`src/rtl/mem_arbiter_pkg.sv`:
```
// Shared types and constants for the memory arbiter: bus command encodings,
// tag width, owner-table entry layout and a saturating counter helper.
package mem_arbiter_pkg;

  typedef enum logic [1:0] {
    BUS_NONE  = 2'd0,
    BUS_LOAD  = 2'd1,
    BUS_STORE = 2'd2
  } bus_cmd_e;

  localparam int MEM_TAG_W = 4;
  localparam int CNT_W     = 5;
  localparam logic [CNT_W-1:0] CNT_MAX = 5'd16;

  // owner: 1 = dcache, 0 = icache
  typedef struct packed {
    logic valid;
    logic owner;
  } tag_owner_t;

  // Simultaneous inc and dec cancel; saturates at 0 and CNT_MAX.
  function automatic logic [CNT_W-1:0] cnt_next(input logic [CNT_W-1:0] c,
                                                input logic inc, input logic dec);
    logic [CNT_W-1:0] n;
    n = c;
    if (inc && !dec && c != CNT_MAX) n = c + 1'b1;
    if (dec && !inc && c != '0)      n = c - 1'b1;
    return n;
  endfunction

endpackage

```
`src/rtl/mem_arbiter_if.sv`:
```
// Core-side and memory-side bus of the arbiter. master = requesters/memory
// model driving the arbiter, slave = the arbiter itself.
interface mem_arbiter_if #(parameter int XLEN = 32) ();
  import mem_arbiter_pkg::*;

  logic [1:0]           proc2Imem_command;
  logic [XLEN-1:0]      proc2Imem_addr;
  logic [MEM_TAG_W-1:0] Imem2proc_response;
  logic [63:0]          Imem2proc_data;
  logic [MEM_TAG_W-1:0] Imem2proc_tag;

  logic [1:0]           dcache2mem_command;
  logic [XLEN-1:0]      dcache2mem_addr;
  logic [63:0]          dcache2mem_data;
  logic [MEM_TAG_W-1:0] mem2dcache_response;
  logic [63:0]          mem2dcache_data;
  logic [MEM_TAG_W-1:0] mem2dcache_tag;

  logic [1:0]           mem_command;
  logic [XLEN-1:0]      mem_addr;
  logic [63:0]          mem_data;
  logic [MEM_TAG_W-1:0] mem2proc_response;
  logic [63:0]          mem2proc_data;
  logic [MEM_TAG_W-1:0] mem2proc_tag;

  modport master (
    output proc2Imem_command, proc2Imem_addr,
    output dcache2mem_command, dcache2mem_addr, dcache2mem_data,
    output mem2proc_response, mem2proc_data, mem2proc_tag,
    input  Imem2proc_response, Imem2proc_data, Imem2proc_tag,
    input  mem2dcache_response, mem2dcache_data, mem2dcache_tag,
    input  mem_command, mem_addr, mem_data
  );

  modport slave (
    input  proc2Imem_command, proc2Imem_addr,
    input  dcache2mem_command, dcache2mem_addr, dcache2mem_data,
    input  mem2proc_response, mem2proc_data, mem2proc_tag,
    output Imem2proc_response, Imem2proc_data, Imem2proc_tag,
    output mem2dcache_response, mem2dcache_data, mem2dcache_tag,
    output mem_command, mem_addr, mem_data
  );
endinterface

```
`src/rtl/mem_arbiter_tag_table.sv`:
```
// Owner table: one {valid, owner} entry per memory tag. Tag 0 is never
// allocated; allocation overrides a free of the same tag at the same edge.
module mem_tag_table
  import mem_arbiter_pkg::*;
#(
  parameter int NUM_TAGS = 16
) (
  input  logic                 clock,
  input  logic                 reset,
  input  logic                 alloc_en,
  input  logic [MEM_TAG_W-1:0] alloc_tag,
  input  logic                 alloc_owner,
  input  logic [MEM_TAG_W-1:0] lookup_tag,
  output tag_owner_t           lookup_entry,
  input  logic                 free_en,
  input  logic [MEM_TAG_W-1:0] free_tag
);

  tag_owner_t [NUM_TAGS-1:0] owner_q, owner_d;

  always_comb begin
    owner_d = owner_q;
    if (free_en) owner_d[free_tag] = '0;
    if (alloc_en && alloc_tag != '0) owner_d[alloc_tag] = '{valid: 1'b1, owner: alloc_owner};
  end

  always_ff @(posedge clock) begin
    if (reset) owner_q <= '0;
    else       owner_q <= owner_d;
  end

  assign lookup_entry = owner_q[lookup_tag];

endmodule

```
`src/rtl/mem_arbiter.sv`:
```
// Stateful icache/dcache arbiter for the single memory port: dcache priority
// with an anti-starvation override, and tag-owner based return routing.
module mem_arbiter
  import mem_arbiter_pkg::*;
#(
  parameter int XLEN         = 32,
  parameter int NUM_TAGS     = 16,
  parameter int STARVE_LIMIT = 4
) (
  input  logic             clock,
  input  logic             reset,
  mem_arbiter_if.slave     bus,
  output logic             grant_dcache,
  output logic [CNT_W-1:0] outstanding_i,
  output logic [CNT_W-1:0] outstanding_d,
  output logic             orphan_tag_err
);

  localparam int SW = $clog2(STARVE_LIMIT + 1);

  logic [SW-1:0]    starve_cnt_q, starve_cnt_d;
  logic [CNT_W-1:0] out_i_q, out_i_d, out_d_q, out_d_d;
  logic             orphan_q, orphan_d;

  logic             icache_req, dcache_req, alloc_en, ret_valid;
  logic [XLEN-1:0]  addr_sel;
  tag_owner_t       ret_entry;

  mem_tag_table #(.NUM_TAGS(NUM_TAGS)) u_tag_table (
    .clock       (clock),
    .reset       (reset),
    .alloc_en    (alloc_en),
    .alloc_tag   (bus.mem2proc_response),
    .alloc_owner (grant_dcache),
    .lookup_tag  (bus.mem2proc_tag),
    .lookup_entry(ret_entry),
    .free_en     (ret_valid),
    .free_tag    (bus.mem2proc_tag)
  );

  always_comb begin
    icache_req   = bus.proc2Imem_command != BUS_NONE;
    dcache_req   = bus.dcache2mem_command != BUS_NONE;
    // Once the icache has waited STARVE_LIMIT dcache grants it takes the port.
    grant_dcache = dcache_req && !(icache_req && starve_cnt_q == SW'(STARVE_LIMIT));

    bus.mem_command = grant_dcache ? bus.dcache2mem_command : bus.proc2Imem_command;
    addr_sel        = grant_dcache ? bus.dcache2mem_addr    : bus.proc2Imem_addr;
    bus.mem_addr    = addr_sel;
    bus.mem_data    = bus.dcache2mem_data;

    bus.mem2dcache_response = grant_dcache ? bus.mem2proc_response : '0;
    bus.Imem2proc_response  = grant_dcache ? '0 : bus.mem2proc_response;

    alloc_en  = bus.mem_command == BUS_LOAD && bus.mem2proc_response != '0;
    ret_valid = bus.mem2proc_tag != '0 && ret_entry.valid;

    bus.mem2dcache_tag  = '0;
    bus.mem2dcache_data = '0;
    bus.Imem2proc_tag   = '0;
    bus.Imem2proc_data  = '0;
    if (ret_valid && ret_entry.owner) begin
      bus.mem2dcache_tag  = bus.mem2proc_tag;
      bus.mem2dcache_data = bus.mem2proc_data;
    end else if (ret_valid) begin
      bus.Imem2proc_tag  = bus.mem2proc_tag;
      bus.Imem2proc_data = bus.mem2proc_data;
    end
  end

  always_comb begin
    starve_cnt_d = '0;
    if (icache_req && grant_dcache) starve_cnt_d = starve_cnt_q + 1'b1;
    out_i_d  = cnt_next(out_i_q, alloc_en && !grant_dcache, ret_valid && !ret_entry.owner);
    out_d_d  = cnt_next(out_d_q, alloc_en &&  grant_dcache, ret_valid &&  ret_entry.owner);
    orphan_d = orphan_q || (bus.mem2proc_tag != '0 && !ret_entry.valid);
  end

  always_ff @(posedge clock) begin
    if (reset) begin
      starve_cnt_q <= '0;
      out_i_q      <= '0;
      out_d_q      <= '0;
      orphan_q     <= 1'b0;
    end else begin
      starve_cnt_q <= starve_cnt_d;
      out_i_q      <= out_i_d;
      out_d_q      <= out_d_d;
      orphan_q     <= orphan_d;
    end
  end

  assign outstanding_i  = out_i_q;
  assign outstanding_d  = out_d_q;
  assign orphan_tag_err = orphan_q;

endmodule

```
`src/flat_wrapper.sv`:
```
// flat-port wrapper written by rule: the top's interface ports become plain ports
module mem_arbiter_flat import mem_arbiter_pkg::*;
#(
  parameter int XLEN         = 32,
  parameter int NUM_TAGS     = 16,
  parameter int STARVE_LIMIT = 4
)
  (clock, reset, grant_dcache, outstanding_i, outstanding_d, orphan_tag_err, bus_proc2Imem_command, bus_proc2Imem_addr, bus_dcache2mem_command, bus_dcache2mem_addr, bus_dcache2mem_data, bus_mem2proc_response, bus_mem2proc_data, bus_mem2proc_tag, bus_Imem2proc_response, bus_Imem2proc_data, bus_Imem2proc_tag, bus_mem2dcache_response, bus_mem2dcache_data, bus_mem2dcache_tag, bus_mem_command, bus_mem_addr, bus_mem_data);
  mem_arbiter_if #(.XLEN(XLEN)) bus_i ();
  input  logic clock;
  input  logic reset;
  output logic grant_dcache;
  output logic [CNT_W-1:0] outstanding_i;
  output logic [CNT_W-1:0] outstanding_d;
  output logic orphan_tag_err;
  input wire logic [$bits(bus_i.proc2Imem_command)-1:0] bus_proc2Imem_command;
  input wire logic [$bits(bus_i.proc2Imem_addr)-1:0] bus_proc2Imem_addr;
  input wire logic [$bits(bus_i.dcache2mem_command)-1:0] bus_dcache2mem_command;
  input wire logic [$bits(bus_i.dcache2mem_addr)-1:0] bus_dcache2mem_addr;
  input wire logic [$bits(bus_i.dcache2mem_data)-1:0] bus_dcache2mem_data;
  input wire logic [$bits(bus_i.mem2proc_response)-1:0] bus_mem2proc_response;
  input wire logic [$bits(bus_i.mem2proc_data)-1:0] bus_mem2proc_data;
  input wire logic [$bits(bus_i.mem2proc_tag)-1:0] bus_mem2proc_tag;
  output wire logic [$bits(bus_i.Imem2proc_response)-1:0] bus_Imem2proc_response;
  output wire logic [$bits(bus_i.Imem2proc_data)-1:0] bus_Imem2proc_data;
  output wire logic [$bits(bus_i.Imem2proc_tag)-1:0] bus_Imem2proc_tag;
  output wire logic [$bits(bus_i.mem2dcache_response)-1:0] bus_mem2dcache_response;
  output wire logic [$bits(bus_i.mem2dcache_data)-1:0] bus_mem2dcache_data;
  output wire logic [$bits(bus_i.mem2dcache_tag)-1:0] bus_mem2dcache_tag;
  output wire logic [$bits(bus_i.mem_command)-1:0] bus_mem_command;
  output wire logic [$bits(bus_i.mem_addr)-1:0] bus_mem_addr;
  output wire logic [$bits(bus_i.mem_data)-1:0] bus_mem_data;
  assign bus_i.proc2Imem_command = bus_proc2Imem_command;
  assign bus_i.proc2Imem_addr = bus_proc2Imem_addr;
  assign bus_i.dcache2mem_command = bus_dcache2mem_command;
  assign bus_i.dcache2mem_addr = bus_dcache2mem_addr;
  assign bus_i.dcache2mem_data = bus_dcache2mem_data;
  assign bus_i.mem2proc_response = bus_mem2proc_response;
  assign bus_i.mem2proc_data = bus_mem2proc_data;
  assign bus_i.mem2proc_tag = bus_mem2proc_tag;
  assign bus_Imem2proc_response = bus_i.Imem2proc_response;
  assign bus_Imem2proc_data = bus_i.Imem2proc_data;
  assign bus_Imem2proc_tag = bus_i.Imem2proc_tag;
  assign bus_mem2dcache_response = bus_i.mem2dcache_response;
  assign bus_mem2dcache_data = bus_i.mem2dcache_data;
  assign bus_mem2dcache_tag = bus_i.mem2dcache_tag;
  assign bus_mem_command = bus_i.mem_command;
  assign bus_mem_addr = bus_i.mem_addr;
  assign bus_mem_data = bus_i.mem_data;
  mem_arbiter #(.XLEN(XLEN), .NUM_TAGS(NUM_TAGS), .STARVE_LIMIT(STARVE_LIMIT)) u_core (.clock(clock), .reset(reset), .bus(bus_i), .grant_dcache(grant_dcache), .outstanding_i(outstanding_i), .outstanding_d(outstanding_d), .orphan_tag_err(orphan_tag_err));
endmodule
```
`config.mk`:
```
export PLATFORM = sky130hd
export DESIGN_NAME = mem_arbiter_flat
export DESIGN_NICKNAME = d
export VERILOG_FILES = /design/src/rtl/mem_arbiter_pkg.sv /design/src/rtl/mem_arbiter_if.sv /design/src/rtl/mem_arbiter_tag_table.sv /design/src/rtl/mem_arbiter.sv /design/src/flat_wrapper.sv
export SDC_FILE = /design/constraint.sdc
export NUM_CORES = 1
export LEC_CHECK = 0
export CAP_MARGIN = 20
export CORE_AREA = 2 2 179 181
export CTS_BUF_LIST = sky130_fd_sc_hd__clkbuf_16
export DETAILED_ROUTE_END_ITERATION = 6
export DIE_AREA = 0 0 181 183
export DONT_BUFFER_PORTS = 1
export PLACE_DENSITY = 0.33
export SYNTH_ARGS = -nofsm -noshare
export SYNTH_HDL_FRONTEND = slang
export SYNTH_SLANG_ARGS = --single-unit
```
`constraint.sdc`:
```
create_clock -name clock -period 2.63 [get_ports clock]
set_input_delay 0.263 -clock clock [delete_from_list [all_inputs] [get_ports clock]]
set_output_delay 0.263 -clock clock [all_outputs]
set_load 0.005 [all_outputs]
```
After elaboration in Yosys (flattened, before gate mapping):

Cells that the tools add are included.

* flip-flop bits (word level): 46
* bits in latches: 0
* memory bits (writable): 0
* memory bits (read-only): 0
* memories kept: 0

* bitwise logic cells: 3
* div/mod/pow operators: 0
* eq/ne operators: 4
* shift operators: 0
* magnitude comparators: 4
* add/sub/neg operators: 5
* reductions and logical operators: 39
* multiplexer cells: 23
* multipliers: 0

Operator list (count)
* $mux 64: 3
* $mux 32: 3
* $and 32x32->32: 1
* $bwmux 32: 1
* $not 32->32: 1
* $logic_and 1x1->1: 21
* $mux 4: 5
* $mux 5: 4
* $demux 2 s4: 2
* $add 5x1->5 const B: 2
* $lt 4x5->1 const B: 2
* $ne 5x5->1 const B: 2
* $reduce_bool 5->1: 2
* $sub 5x1->5 const B: 2
* $bmux 2 s4: 1
* $ge 4x1->1 const B: 2
* $logic_not 1->1: 8
* $mux 2: 4
* $reduce_bool 2->1: 4
* $reduce_bool 4->1: 2
* $add 3x1->3 const B: 1
* $eq 3x3->1 const B: 1
* $eq 2x1->1 const B: 1
* $reduce_or 2->1: 1
* other kinds (2): 2

Depth between registers and ports, before layout:

* word-level depth: 12
* gate-level depth with buffers: 15

By module:

From an unflattened synthesis, not the netlist that was laid out.

* cell total of the unflattened synthesis: 564
* area total of the unflattened synthesis: 4520.6 µm²

By module, submodules not included
* mem_arbiter: cells an instance 382, instances 1, area an instance 2880.3 µm²
* mem_tag_table: cells an instance 182, instances 1, area an instance 1640.3 µm²

Least setup slack after synthesis:

Ideal clock, no wire load.

* path kind: input to register
* from: input port bus_mem2proc_tag[1]
* to: register u_core.out_d_q[4], in the netlist u_core.outstanding_d[4]
* path buffers: 2
* stages: 14
* setup time: 117 ps
* path slack: -143 ps
* arrival: 2656 ps
* cells stage by stage: buf_2 and2b_1 a221oi_4 o32a_1 buf_4 nor3_4 nand2_2 fa_1 nor2b_1 o21ai_0 nand2b_1 nor2_1 a22o_1 o2bb2ai_1

* cells in the longest elaborated chain, start to end: 8

RTL lines
* from (decl): line flat_wrapper.sv:23 `input wire logic [$bits(bus_i.mem2proc_tag)-1:0] bus_mem2proc_tag;`
* $bmux 2 s4: line mem_arbiter_tag_table.sv:32 `assign lookup_entry = owner_q[lookup_tag];`
* $mux 2 (implied by the code): line mem_arbiter_tag_table.sv:32
* $logic_and 1x1->1: line mem_arbiter.sv:56 `ret_valid = bus.mem2proc_tag != '0 && ret_entry.valid;`
* $logic_and 1x1->1 *: line mem_arbiter.sv:75 `out_d_d = cnt_next(out_d_q, alloc_en && grant_dcache, ret_valid && ret_entry.owner);`
* $logic_not 1->1: line mem_arbiter_pkg.sv:26 `if (inc && !dec && c != CNT_MAX) n = c + 1'b1;`
* $logic_and 1x1->1 (2 in series): line mem_arbiter_pkg.sv:26
* $reduce_bool 2->1 (no source line)
* to (signal assigned): line mem_arbiter.sv:88 `out_d_q <= out_d_d;`
* to (decl): line mem_arbiter.sv:22 `logic [CNT_W-1:0] out_i_q, out_i_d, out_d_q, out_d_d;`

Every way passes the cells marked *; elsewhere a longest branch is shown, timed or not. The select of a mux whose other input is x is not followed.
A chain may end at the register's enable or synchronous reset.

Final worst setup path:

* from: register u_core.starve_cnt_q[1]
* to: register u_core.out_i_q[2], in the netlist u_core.outstanding_i[2]

* cells in the longest elaborated chain, start to end: 12

RTL lines
* from (decl): line mem_arbiter.sv:21 `logic [SW-1:0] starve_cnt_q, starve_cnt_d;`
* from (signal assigned): line mem_arbiter.sv:86 `starve_cnt_q <= starve_cnt_d;`
* $eq 3x3->1 *: line mem_arbiter.sv:45 `grant_dcache = dcache_req && !(icache_req && starve_cnt_q == SW'(STARVE_LIMIT));`
* $logic_and 1x1->1 *: line mem_arbiter.sv:45
* $logic_not 1->1 *: line mem_arbiter.sv:45
* $logic_and 1x1->1 *: line mem_arbiter.sv:45
* $mux 2: line mem_arbiter.sv:47 `bus.mem_command = grant_dcache ? bus.dcache2mem_command : bus.proc2Imem_command;`
* $eq 2x1->1: line mem_arbiter.sv:55 `alloc_en = bus.mem_command == BUS_LOAD && bus.mem2proc_response != '0;`
* $logic_and 1x1->1: line mem_arbiter.sv:55
* $logic_and 1x1->1 *: line mem_arbiter.sv:74 `out_i_d = cnt_next(out_i_q, alloc_en && !grant_dcache, ret_valid && !ret_entry.owner);`
* $logic_not 1->1: line mem_arbiter_pkg.sv:27 `if (dec && !inc && c != '0) n = c - 1'b1;`
* $logic_and 1x1->1 (2 in series): line mem_arbiter_pkg.sv:27
* $mux 5 / $reduce_bool 2->1 (equally long branches)
* to (signal assigned): line mem_arbiter.sv:87 `out_i_q <= out_i_d;`
* to (decl): line mem_arbiter.sv:22

Every way passes the cells marked *; elsewhere a longest branch is shown, timed or not.

==> flow_metrics.tcl <==
set metrics [dict create \
    clockBufferDepth 2 \
    synth_nets 880 \
    antenna_left 0 \
    hold_violations 0 \
    synth_top_cell_area_share_pct 19.39 \
    grt_use_met3_pct 2.641 \
    slew_headroom_pct 58.56 \
    core_um2 31230 \
    synthXorXnorAreaFrac_pct 0.5656 \
    peakVddDrop_mv 0.2226 \
    clk_pin_slew_ps 80 \
    finClkSkew_ps 11.90 \
    initial_core_util_pct 14.88 \
    power_density_nw_per_um2 405.3 \
    period_share_pct 96.13 \
    power_leakage_uw 0.002337 \
    cts_buffers 5 \
    clock-sinks 45 \
    setup_viol 0 \
    synth-compound-area-share_pct 12.23 \
    avgRoutedWirePerCell_um 21.51 \
    regArea_um2 908.4 \
    drcViolationCount 0 \
    grt_pass1_vias 4138 \
    grt_use_total_pct 12.25 \
    min_path_type "input port to flop" \
    ys_ff_latch 45 \
    grt_overflow 0 \
    slew_violations 0 \
    instances_no_fill 1006 \
    vias 4526 \
    dp.cells 987 \
    status "completed" \
    drtPass1Iterations 4 \
    synth_cell_type_count 64 \
    gr-max-usage-layer "met2" \
    yosysSeqAreaShare_pct 19.39 \
    place_congestion 0.8323 \
    grt_max_degree 75 \
    area_growth_pct 10.32 \
    antenna_found_initial 1 \
    rows 65 \
    viasPerCell 4.499 \
    cts_root_buffer "clkbuf_16" \
    synth.avg_cell_area_um2 6.965 \
    layout.nets 815 \
    synthTopCellsByArea "dfxtp_1 19%, and3_1 18%, buf_4 11%" \
    path_max_fanout 4 \
    tightest_slew_ps 618.8 \
    end_kind "flop" \
    synth.area.mux_share_pct 6.329 \
    rsz0062_at_grt "yes" \
    nFillCells 3577 \
    synth_fa_ha_area_share_pct 2.047 \
    maxCapViolCount 0 \
    async_flop_share_pct 0 \
    die_w_um 181 \
    syn_area_um2 4646 \
    period_needed_ps 2528 \
    gr-usage-met1_pct 12.17 \
    cts_tree "built" \
    synth-simple-area-share_pct 42.96 \
    synth_edf_count 0 \
    die_h_um 183 \
    crit_arrival_ps 2730 \
    syn-instance-count 667 \
    worstPathRequired_ps 2830 \
    drt-initial-drc-count 220 \
    max_freq_mhz 395.5 \
    cts_max_level 2 \
    multi_input_area_um2 3095 \
    portBuffers 0 \
    drive_above_1_share_pct 19.24 \
    p_total_uw 2077 \
    synthDominantAreaCellType "dfxtp_1" \
    stdcell_area_um2 5125 \
    met2_usage_pct 25.22 \
    postPlaceCellArea_um2 4783 \
    num_io_pins 460 \
    grt_pass1_wl_um 29630 \
    crit_type "flop to flop" \
    place_hpwl_um 17700 \
    ys.flop_type "dfxtp_1" \
    die-area_um2 33120 \
    insertion_delay_ps 310 \
    whs_ps 58.93 \
    synth_top_family_by_area "simple AND/OR/NAND/NOR gates" \
    crit_path_start_kind "flop" \
    totalWireLength_um 21640 \
    synth_warnings 0 \
]
[final timing paths]
check                                 startpoint                             end  slack, ps  cells past startpoint
setup / recovery          u_core.starve_cnt_q[1]         u_core.outstanding_i[2]        100                     14
hold / removal                             reset  u_core.u_tag_table.owner_q[15]         60                      1
setup reg to reg          u_core.starve_cnt_q[1]         u_core.outstanding_i[2]        100                     14
hold reg to reg   u_core.u_tag_table.owner_q[21]  u_core.u_tag_table.owner_q[21]        450                      2
[critical path, stage by stage, from the launching register on]
cell       delay (ps)
dfxtp_2           340
inv_2              40
ha_4              170
a21bo_4           220
nor2_4            100
o211ai_1          100
buf_4             150
a21boi_2          150
nand2_1            90
xnor2_1           120
ha_2              220
inv_2              50
a2111oi_4         300
a31oi_1            80
mux2_1            310
[final cells by class]
class	instances	area share, %
antenna	1	0.04883
multi-input combinational	489	60.40
clock inverter	3	0.9277
timing repair buffer	47	7.617
sequential	45	17.72
tap	402	9.814
clock buffer	5	2.441
inverter	14	1.025
[report_power, final]
| group | switching [uW] | internal (uW) |
|---|---|---|
| Combinational | 320 | 243 |
| Sequential | 32.4 | 709 |
| Clock | 316 | 456 |
| Total | 668 | 1410 |
[cell usage in the layout, fill, tap and decap left out, types with 6 or more instances in the layout]
master / instances
nor2_1: 36
dfxtp_2: 6
o21ai_0: 9
and3_1: 133
mux2_2: 7
or2_2: 6
o211ai_1: 7
inv_1: 10
nor3_1: 14
mux4_2: 6
nand2b_1: 9
dfxtp_1: 39
a21oi_1: 27
buf_4: 44
nor2b_1: 6
nand3_1: 11
a31oi_1: 10
nand2_1: 118
nor4_1: 7
[sequential cells by signal, summed over array words and instances (netlist names)]
register	cells
u_core.starve_cnt_q	3
u_core.orphan_tag_err	1
u_core.outstanding_d	5
u_core.outstanding_i	5
u_core.u_tag_table.owner_q	31
[stage by stage]
step | utilization (%) | worst slack [ps] | setup TNS (ps)
floorplan | - | -59.30 | -59.30
global placement | 15.32 | 35.82 | 0
detailed placement | 15.32 | -16.28 | -16.28
CTS | 15.91 | 0.9417 | 0
global route | 16.41 | -44.79 | -84.31
finish | 16.41 | 101.7 | 0
[repair_timing]
item	4_1_cts	5_1_grt
gates resized for setup	2	23
buffers inserted	1	9
pin swaps	2	14
hold buffers	0	0
setup endpoints to repair	1	38
[cell usage after synthesis, drive strengths merged (5+ instances only)]
cell and count:
or4 5, nand2b 9, nand3 14, a21oi 29
nor4 7, nor2 40, and3 134, o21ai 13
nand2 120, inv 14, or2 8, mux2 9
o211ai 7, dfxtp 45, mux4 6, or3 5
buf 77, ha 6, a31oi 10, nor3 15
mux2i 5, clkbuf 42, nor2b 7
[layer usage]
| layer | part of all wire (%) | vias to the layer above |
|---|---|---|
| li1 | - | 2124 |
| met1 | 36 | 2096 |
| met2 | 54 | 281 |
| met3 | 7.0 | 25 |
| met4 | 2.5 | 0 |
| met5 | 0 | - |
[logic make-up after synthesis]
kind of cell | count (synthesis)
flip-flops | 45
multiplexers | 20
AO/OA/AOI/OAI | 81
AND/OR/NAND/NOR | 378
buffers and inverters | 133
XOR/XNOR | 3
adder cells (fa/ha/maj) | 7
No activity file was read; power rests on OpenSTA's default activity.
